==> src/rtl/ps2_key_tracker_if.sv <==
// ps2_key_tracker_if
//   Bundles the PS/2 pins and the decoded key-event outputs of ps2_key_tracker.
//   master : the tracker side (samples the PS/2 pins, drives decoded outputs)
//   slave  : the host side (drives the PS/2 pins, consumes decoded outputs)
// Signals:
//   ps2_clk, ps2_data  raw PS/2 lines, asynchronous to the system clock
//   code               last decoded scan code
//   code_valid         one-cycle strobe qualifying code/code_break/code_ext
//   code_break         code was preceded by an F0 prefix
//   code_ext           code was preceded by an E0 prefix
//   key_held           one bit per tracked key, 1 while the key is down
//   parity_err         one-cycle strobe on an odd-parity failure
//   frame_err          one-cycle strobe on a bad stop bit or frame timeout
interface ps2_key_tracker_if #(
    parameter int NUM_KEYS = 4
);
    logic                ps2_clk;
    logic                ps2_data;
    logic [7:0]          code;
    logic                code_valid;
    logic                code_break;
    logic                code_ext;
    logic [NUM_KEYS-1:0] key_held;
    logic                parity_err;
    logic                frame_err;

    modport master (
        input  ps2_clk,
        input  ps2_data,
        output code,
        output code_valid,
        output code_break,
        output code_ext,
        output key_held,
        output parity_err,
        output frame_err
    );

    modport slave (
        output ps2_clk,
        output ps2_data,
        input  code,
        input  code_valid,
        input  code_break,
        input  code_ext,
        input  key_held,
        input  parity_err,
        input  frame_err
    );
endinterface

==> src/rtl/ps2_key_tracker.sv <==
// ps2_key_tracker
//   Receives PS/2 keyboard frames (start, 8 data bits LSB first, odd parity,
//   stop), strips E0/F0 prefixes, reports each scan code and keeps a held/
//   released bit per tracked key.
// Ports:
//   sysclk  system clock, the only clock
//   rst_n   asynchronous active-low reset
//   bus     ps2_key_tracker_if.master: raw PS/2 pins in, decoded events out
// Parameters:
//   FILTER_LEN   equal synchronised samples before the filtered PS/2 clock moves
//   TIMEOUT_CYC  sysclk cycles without a sample before a partial frame aborts
//   NUM_KEYS     number of tracked keys
//   KEY_CODES    byte i is the scan code of tracked key i
// Build option:
//   PS2_TYPEMATIC_FILTER_EN  when defined, auto-repeat make codes of a key that
//                            is already held produce no code_valid.
module ps2_key_tracker #(
    parameter int                    FILTER_LEN  = 8,
    parameter int                    TIMEOUT_CYC = 50000,
    parameter int                    NUM_KEYS    = 4,
    parameter logic [NUM_KEYS*8-1:0] KEY_CODES   = {8'h1B, 8'h1D, 8'h23, 8'h1C}
) (
    input  logic                  sysclk,
    input  logic                  rst_n,
    ps2_key_tracker_if.master     bus
);

    localparam int               TO_W      = $clog2(TIMEOUT_CYC + 1);
    localparam logic [7:0]       FILT_LAST = 8'(FILTER_LEN - 1);
    localparam logic [TO_W-1:0]  TO_LAST   = TO_W'(TIMEOUT_CYC - 1);

    typedef enum logic [1:0] {IDLE, DATA, PARITY, STOP} state_t;

    // Odd parity: data bits plus parity bit must hold an odd number of ones.
    function automatic logic odd_parity_ok(input logic [7:0] b, input logic p);
        return ^{b, p};
    endfunction

    // One bit per tracked key whose scan code equals b (duplicates all hit).
    function automatic logic [NUM_KEYS-1:0] key_match(input logic [7:0] b);
        logic [NUM_KEYS-1:0] m;
        m = '0;
        for (int i = 0; i < NUM_KEYS; i++)
            m[i] = (KEY_CODES[i*8 +: 8] == b);
        return m;
    endfunction

    logic                clk_p0, clk_p1;
    logic                dat_p0, dat_p1;
    logic                filt_clk;
    logic [7:0]          filt_cnt;
    logic                sample_ev;

    state_t              state;
    logic [2:0]          bit_cnt;
    logic [7:0]          shreg;
    logic                par_bit;
    logic [TO_W-1:0]     to_cnt;
    logic                brk_flag, ext_flag;

    logic [7:0]          code_r;
    logic                code_valid_r, code_break_r, code_ext_r;
    logic [NUM_KEYS-1:0] key_held_r;
    logic                parity_err_r, frame_err_r;

    logic                par_ok;
    logic [NUM_KEYS-1:0] hit;
    logic                repeat_make;

    // Stage p0/p1: two-flop synchronisers, then the PS/2 clock glitch filter.
    // filt_cnt counts consecutive samples that disagree with filt_clk.
    always_ff @(posedge sysclk or negedge rst_n) begin
        if (!rst_n) begin
            clk_p0   <= 1'b1;
            clk_p1   <= 1'b1;
            dat_p0   <= 1'b1;
            dat_p1   <= 1'b1;
            filt_clk <= 1'b1;
            filt_cnt <= '0;
        end else begin
            clk_p0 <= bus.ps2_clk;
            clk_p1 <= clk_p0;
            dat_p0 <= bus.ps2_data;
            dat_p1 <= dat_p0;
            if (clk_p1 == filt_clk) begin
                filt_cnt <= '0;
            end else if (filt_cnt == FILT_LAST) begin
                filt_clk <= clk_p1;
                filt_cnt <= '0;
            end else begin
                filt_cnt <= filt_cnt + 8'd1;
            end
        end
    end

    // The cycle in which filt_clk is about to fall is the sample event.
    assign sample_ev = filt_clk & ~clk_p1 & (filt_cnt == FILT_LAST);

    assign par_ok = odd_parity_ok(shreg, par_bit);
    assign hit    = key_match(shreg);

`ifdef PS2_TYPEMATIC_FILTER_EN
    assign repeat_make = ~ext_flag & ~brk_flag & (|(hit & key_held_r));
`else
    assign repeat_make = 1'b0;
`endif

    // Frame FSM and decoded outputs; all strobes are registered, so they
    // appear in the cycle after the stop-bit sample.
    always_ff @(posedge sysclk or negedge rst_n) begin
        if (!rst_n) begin
            state        <= IDLE;
            bit_cnt      <= '0;
            shreg        <= '0;
            par_bit      <= 1'b0;
            to_cnt       <= '0;
            brk_flag     <= 1'b0;
            ext_flag     <= 1'b0;
            code_r       <= '0;
            code_valid_r <= 1'b0;
            code_break_r <= 1'b0;
            code_ext_r   <= 1'b0;
            key_held_r   <= '0;
            parity_err_r <= 1'b0;
            frame_err_r  <= 1'b0;
        end else begin
            code_valid_r <= 1'b0;
            parity_err_r <= 1'b0;
            frame_err_r  <= 1'b0;

            if (state == IDLE || sample_ev)
                to_cnt <= '0;
            else
                to_cnt <= to_cnt + 1'b1;

            if (state != IDLE && !sample_ev && to_cnt == TO_LAST) begin
                // Stalled partial frame: abort and drop any pending prefix.
                state       <= IDLE;
                bit_cnt     <= '0;
                brk_flag    <= 1'b0;
                ext_flag    <= 1'b0;
                frame_err_r <= 1'b1;
            end else if (sample_ev) begin
                case (state)
                    IDLE: begin
                        if (!dat_p1) begin
                            state   <= DATA;
                            bit_cnt <= '0;
                        end
                    end
                    DATA: begin
                        shreg   <= {dat_p1, shreg[7:1]};
                        bit_cnt <= bit_cnt + 3'd1;
                        if (bit_cnt == 3'd7)
                            state <= PARITY;
                    end
                    PARITY: begin
                        par_bit <= dat_p1;
                        state   <= STOP;
                    end
                    STOP: begin
                        state <= IDLE;
                        if (!dat_p1) begin
                            // A bad stop bit outranks a parity failure.
                            frame_err_r <= 1'b1;
                            brk_flag    <= 1'b0;
                            ext_flag    <= 1'b0;
                        end else if (!par_ok) begin
                            parity_err_r <= 1'b1;
                            brk_flag     <= 1'b0;
                            ext_flag     <= 1'b0;
                        end else if (shreg == 8'hE0) begin
                            ext_flag <= 1'b1;
                        end else if (shreg == 8'hF0) begin
                            brk_flag <= 1'b1;
                        end else begin
                            brk_flag <= 1'b0;
                            ext_flag <= 1'b0;
                            if (!repeat_make) begin
                                code_r       <= shreg;
                                code_valid_r <= 1'b1;
                                code_break_r <= brk_flag;
                                code_ext_r   <= ext_flag;
                                if (!ext_flag) begin
                                    for (int i = 0; i < NUM_KEYS; i++)
                                        if (hit[i])
                                            key_held_r[i] <= ~brk_flag;
                                end
                            end
                        end
                    end
                    default: state <= IDLE;
                endcase
            end
        end
    end

    assign bus.code       = code_r;
    assign bus.code_valid = code_valid_r;
    assign bus.code_break = code_break_r;
    assign bus.code_ext   = code_ext_r;
    assign bus.key_held   = key_held_r;
    assign bus.parity_err = parity_err_r;
    assign bus.frame_err  = frame_err_r;

endmodule

==> src/flat_wrapper.sv <==
// flat-port wrapper written by rule: the top's interface ports become plain ports
module ps2_key_tracker_flat 
#(
    parameter int                    FILTER_LEN  = 8,
    parameter int                    TIMEOUT_CYC = 50000,
    parameter int                    NUM_KEYS    = 4,
    parameter logic [NUM_KEYS*8-1:0] KEY_CODES   = {8'h1B, 8'h1D, 8'h23, 8'h1C}
)
  (sysclk, rst_n, bus_ps2_clk, bus_ps2_data, bus_code, bus_code_valid, bus_code_break, bus_code_ext, bus_key_held, bus_parity_err, bus_frame_err);
  ps2_key_tracker_if #(.NUM_KEYS(NUM_KEYS)) bus_i ();
  input  logic sysclk;
  input  logic rst_n;
  input wire logic [$bits(bus_i.ps2_clk)-1:0] bus_ps2_clk;
  input wire logic [$bits(bus_i.ps2_data)-1:0] bus_ps2_data;
  output wire logic [$bits(bus_i.code)-1:0] bus_code;
  output wire logic [$bits(bus_i.code_valid)-1:0] bus_code_valid;
  output wire logic [$bits(bus_i.code_break)-1:0] bus_code_break;
  output wire logic [$bits(bus_i.code_ext)-1:0] bus_code_ext;
  output wire logic [$bits(bus_i.key_held)-1:0] bus_key_held;
  output wire logic [$bits(bus_i.parity_err)-1:0] bus_parity_err;
  output wire logic [$bits(bus_i.frame_err)-1:0] bus_frame_err;
  assign bus_i.ps2_clk = bus_ps2_clk;
  assign bus_i.ps2_data = bus_ps2_data;
  assign bus_code = bus_i.code;
  assign bus_code_valid = bus_i.code_valid;
  assign bus_code_break = bus_i.code_break;
  assign bus_code_ext = bus_i.code_ext;
  assign bus_key_held = bus_i.key_held;
  assign bus_parity_err = bus_i.parity_err;
  assign bus_frame_err = bus_i.frame_err;
  ps2_key_tracker #(.FILTER_LEN(FILTER_LEN), .TIMEOUT_CYC(TIMEOUT_CYC), .NUM_KEYS(NUM_KEYS), .KEY_CODES(KEY_CODES)) u_core (.sysclk(sysclk), .rst_n(rst_n), .bus(bus_i));
endmodule
==> config.mk <==
export PLATFORM = sky130hd
export DESIGN_NAME = ps2_key_tracker_flat
export DESIGN_NICKNAME = d
export VERILOG_FILES = /design/src/rtl/ps2_key_tracker_if.sv /design/src/rtl/ps2_key_tracker.sv /design/src/flat_wrapper.sv
export SDC_FILE = /design/constraint.sdc
export NUM_CORES = 1
export LEC_CHECK = 0
export CORE_MARGIN = 2
export CORE_UTILIZATION = 50
export DETAILED_ROUTE_END_ITERATION = 10
export PLACE_DENSITY = 0.73
export SLEW_MARGIN = 30
export SYNTH_ARGS = -nofsm -noshare
export SYNTH_HDL_FRONTEND = slang
export SYNTH_SLANG_ARGS = --single-unit
==> constraint.sdc <==
create_clock -name sysclk -period 6.8 [get_ports sysclk]
set_input_delay 1.36 -clock sysclk [delete_from_list [all_inputs] [get_ports sysclk]]
set_output_delay 1.36 -clock sysclk [all_outputs]
set_load 0.01 [all_outputs]
# Word-level counts from Yosys, hierarchy flattened

Cells that the tools add are included.

Register bits after elaboration: 62
Input port bits: 4
Output and inout bits: 17

Add/subtract/negate cells: 3
Equality and inequality tests: 17
Mux-type cells: 42
Bitwise operators: 9
Reduce and logical (&&, ||, !) cells: 22

Operators with widths:

| cell                                                                   | count |
|---|---|
| 9-bit AND reduction                                                    | 4 |
| 1-bit two-way mux                                                      | 30 |
| 5-bit by 8-bit equality test with 1-bit output (first input constant)  | 3 |
| 3-bit AND reduction                                                    | 6 |
| 16-bit by 1-bit adder with 16-bit output (second input constant)       | 1 |
| 16-bit equality test (second input constant)                           | 1 |
| 8-bit equality test (second input constant)                            | 2 |
| 16-bit two-way mux                                                     | 1 |
| 8-bit two-way mux                                                      | 2 |
| 3-bit two-way mux                                                      | 3 |
| 9-bit XOR reduction                                                    | 1 |
| 8-bit by 1-bit adder with 8-bit output (second input constant)         | 1 |
| 6-bit by 8-bit equality test with 1-bit output (first input constant)  | 1 |
| 8-bit by 3-bit equality test with 1-bit output (second input constant) | 1 |
| 2-bit two-way mux                                                      | 4 |
| 2-bit case mux with 4 select lines                                     | 1 |
| 1-bit inverter                                                         | 7 |
| 7-bit AND reduction                                                    | 1 |
| 3-bit case mux with 2 select lines                                     | 1 |
| 2-bit nonzero test                                                     | 3 |
| 5-bit inequality test (second input constant)                          | 1 |
| 2-bit equality test (second input constant)                            | 2 |
| 4-bit inequality test (second input constant)                          | 1 |
| 3-bit by 1-bit adder with 3-bit output (second input constant)         | 1 |
| other kinds (12)                                                       | 14 |

# Logic depth before layout (Yosys ltp)

Word-level depth: 8
Gate-level depth with buffers: 9

# Worst setup path before layout

No wires, ideal clock.

Path kind: register to register
Start: register u_core.filt_cnt[0]
End: register u_core.code_r[1] (netlist: u_core.bus.code[1])
Library setup time: 0.125 ns
Arrival time: 2.130 ns
Required time: 6.675 ns
Slack: 4.545 ns
Cell stages (with the launch flop): 8
Path through: dfrtp_1 -> ha_1 -> or4b_4 -> nor3_4 -> nand3_1 -> mux2_2 -> buf_6 -> mux2_4

Word-level cells in the longest chain between the ends: 7

Ends and longest elaborated chain:

| item                                             | RTL line               | text |
|---|---|---|
| start, declared                                  | ps2_key_tracker.sv:51  | `logic [7:0] filt_cnt;` |
| start signal, assigned                           | ps2_key_tracker.sv:91  | `filt_cnt <= filt_cnt + 8'd1;` |
| 8-bit by 3-bit equality test with 1-bit output * | ps2_key_tracker.sv:97  | `assign sample_ev = filt_clk & ~clk_p1 & (filt_cnt == FILT_LAST);` |
| 1-bit AND *                                      | ps2_key_tracker.sv:97  |  |
| 1-bit logical NOT                                | ps2_key_tracker.sv:136 | `if (state != IDLE && !sample_ev && to_cnt == TO_LAST) begin` |
| 1-bit logical AND (2 in a row)                   | ps2_key_tracker.sv:136 |  |
| 1-bit inverter (no source line)                  | -                      |  |
| 7-bit AND reduction (no source line) *           | -                      |  |
| end signal, assigned                             | ps2_key_tracker.sv:180 | `code_r <= shreg;` |
| end, declared                                    | ps2_key_tracker.sv:61  | `logic [7:0] code_r;` |

Mark *: on every way between the ends. The rest lies on a longest branch, timed or not.
A chain may end at the register's enable or synchronous reset.

# Final worst setup path

Start: register u_core.filt_cnt[0]
End: register u_core.shreg[5]

Word-level cells in the longest chain between the ends: 7

Ends and longest elaborated chain:

| item                                             | RTL line               | text |
|---|---|---|
| 8-bit by 3-bit equality test with 1-bit output * | ps2_key_tracker.sv:97  |  |
| 1-bit AND *                                      | ps2_key_tracker.sv:97  |  |
| 1-bit logical NOT                                | ps2_key_tracker.sv:136 |  |
| 1-bit logical AND (2 in a row)                   | ps2_key_tracker.sv:136 |  |
| 1-bit inverter (no source line)                  | -                      |  |
| 3-bit AND reduction (no source line) *           | -                      |  |
| end signal, assigned                             | ps2_key_tracker.sv:152 | `shreg <= {dat_p1, shreg[7:1]};` |
| end, declared                                    | ps2_key_tracker.sv:56  | `logic [7:0] shreg;` |

Marks and branches as above.

==> out/results.tsv <==
metric	value	unit
Die Span Y	81.2	µm
YS warnings	0	
vias per cell	5.62	
largest net degree at the start of global routing	63	
highest clock rate	383	MHz
slew at the pin closest to its max-slew limit	757	ps
die area	6600	µm²
row count	28	
Die Width	81.2	µm
global placement routability congestion	0.810	
grt peak-use layer	met2	
Async SR Flop Fraction	100	%
Yosys top cell area share	47.8	%
number of gates resized after CTS	0	
CTS root buf	clkbuf_8	
Core Box Area	5850	µm²
Area Overhead vs Synth	14.6	%
H-tree levels	3	
worst reg2reg path startpoint	u_core.filt_cnt[0]	
sequential-to-total area share from yosys stat	52.2	%
Global Route met3 Usage	5.00	%
Post-CTS Repair Setup Buffers	0	
kind of critical path	reg -> reg	
unrepaired setup endpoints after global routing	no	
GRT met2 Usage	29.4	%
Mapped Area	2980	µm²
Area contributors post-synth	dfrtp_1, xnor2_1, mux2_4	
Final Skew	9.71	ps
DR pass1 iterations	4	
DRC	0	
Pins Over Slew Limit	0	
fin worst setup slack	4190	ps
Total GRT Usage	18.6	%
setup violators final	0	
final hold vios	0	
Rel. slew slack	49.5	%
IO Pins	21	
first-pass GRT wire length	9.15	mm
Netlist cell types	46	
Arrival @ worst endpoint	2820	ps
drt wl/cell	14.5	µm
largest area contributor in the netlist	dfrtp_1	
commonest non-fill, non-tap cell in the layout	dfrtp_1	
Final Total Pwr	0.000697	W
Bufs on Longest Clock Path	2	
CTS Buf Count	9	
placed instance area	3250	µm²
WL final	5.35	mm
vias in the first global route	2039	
Syn Area/Cell	11.3	µm²
status	finished, final reports clean	
HPWL after detailed placement	3.59	mm
commonest non-fill, non-tap cells in the layout	dfrtp_1, clkdlybuf4s50_1, nor2_1, xnor2_1	
final net count	303	
fin crit share	38.4	%
hold buffers post-CTS	0	
Leakage	1.49	nW
diode count	0	
Hold Path Class	reg -> reg	
Critical Path Fanout Max	16	
initial antenna violation count	0	
Required @ worst endpoint	7020	ps
Syn Nets	277	
TritonCTS clock tree	yes	
endpoint type of the worst setup path	register	
Clock Sinks	62	
Starting DRT DRC Count	152	
GRT overflow	0	
hold path startpoint	u_core.dat_p0	
Initial Utilization	51.0	%
CTS clk-pin slew, worst paths	70	ps
pre-CTS setup slack	3870	ps
max_cap viols	0	
Antenna Nets Post-Route	0	
Clock Latency Late Sink	340	ps
IO Port Bufs	20	
design area	3420	µm²
PD cells	204	nW/µm²
total negative slack	0	ps
CP startpoint kind	register	
EDFF count, synth	0	
cell count after synthesis	263	
global routing usage on met1	23.6	%
Final Critical Period	2610	ps
top_reg_cell synth	dfrtp_1	
Yosys reg bits	62	
Critical path origin	u_core.filt_cnt[0]	
layout cell share with drive strength beyond 1	15.3	%
Via Count	2075	
maximum VDD drop	0.126	mV
-- power by group --
| part | internal [W] | leakage (nW) | switching (W) | total [W] |
|---|---|---|---|---|
| registers | 0.000379 | 0.847 | 0.00000853 | 0.000387 |
| clock network | 0.000142 | 0.0844 | 0.000131 | 0.000272 |
| logic | 0.0000139 | 0.555 | 0.0000231 | 0.0000371 |
| total | 0.000534 | 1.49 | 0.000163 | 0.000697 |
-- final cells by class --
type                    count  area [µm²]
clock buffers              14         153
clock inverters             2        10.0
fillers                   476        2430
inverters                  16        60.1
multi-input cells         178        1330
flip-flops and latches     62        1560
well taps                  75        93.8
repair buffers             22         210
-- per-layer routing --
| layer | part of all wire [%] | routed length, µm |
|---|---|---|
| met1 | 48 | 2580 |
| met2 | 45 | 2430 |
| met3 | 4.4 | 234 |
| met4 | 1.9 | 103 |
| met5 | 0 | 0 |
-- metrics by stage --
stage | hold WS, ps | instances | utilization [%]
floorplan | 345 | 263 | -
global placement | 346 | 353 | 55.6
detailed placement | 348 | 353 | 55.6
CTS | 358 | 369 | 58.3
global route | 365 | 369 | 58.4
finish | 358 | 369 | 58.4
-- cells by family after synthesis --
logic type,synth area share [%]
compound gates,5.71
xor+xnor,7.60
fa+ha+maj,4.20
buf+inv,3.19
flops,52.2
mux,9.61
simple gates,17.5
-- worst paths after layout --
kind,to,slack [ps],depth (start not counted)
setup / recovery,u_core.shreg[5],4190,5
hold / removal,u_core.dat_p1,360,0
setup reg to reg,u_core.shreg[5],4190,5
hold reg to reg,u_core.dat_p1,360,0
max in group asynchronous,u_core.to_cnt[14],5120,2
min in group asynchronous,u_core.bus.code[2],1180,2
-- Yosys cell counts, drive strengths merged (2+ instances only) --
cell and number:
a21oi 6, nor3 16, nor3b 2, buf 2
nor4 5, nand4 3, o21ai 6, nand3b 2
ha 10, dfrtp 57, or3 6, a22o 2
dfstp 5, nor2 19, nand3 16, and3 6
inv 16, xor2 7, clkbuf 5, mux2i 5
nand2 12, o31ai 3, xnor2 18, mux2 18
-- registers in the layout, summed over array words and instances (netlist names) --
signal / count
u_core.clk_p0: 1
u_core.bus.code_valid: 1
u_core.bus.frame_err: 1
u_core.bit_cnt: 3
u_core.bus.key_held: 4
u_core.shreg: 8
u_core.dat_p0: 1
u_core.bus.parity_err: 1
u_core.dat_p1: 1
u_core.ext_flag: 1
u_core.filt_clk: 1
u_core.bus.code: 8
u_core.clk_p1: 1
u_core.bus.code_ext: 1
u_core.filt_cnt: 8
u_core.par_bit: 1
u_core.bus.code_break: 1
u_core.state: 2
u_core.to_cnt: 16
u_core.brk_flag: 1
-- worst max-delay path: stages (launching register included) --
cell	delay, ps
dfrtp_1	400
ha_1	250
or4b_4	530
nor2_2	490
nand3_1	420
mux2_2	390
Power figures use the tool's default switching activity.
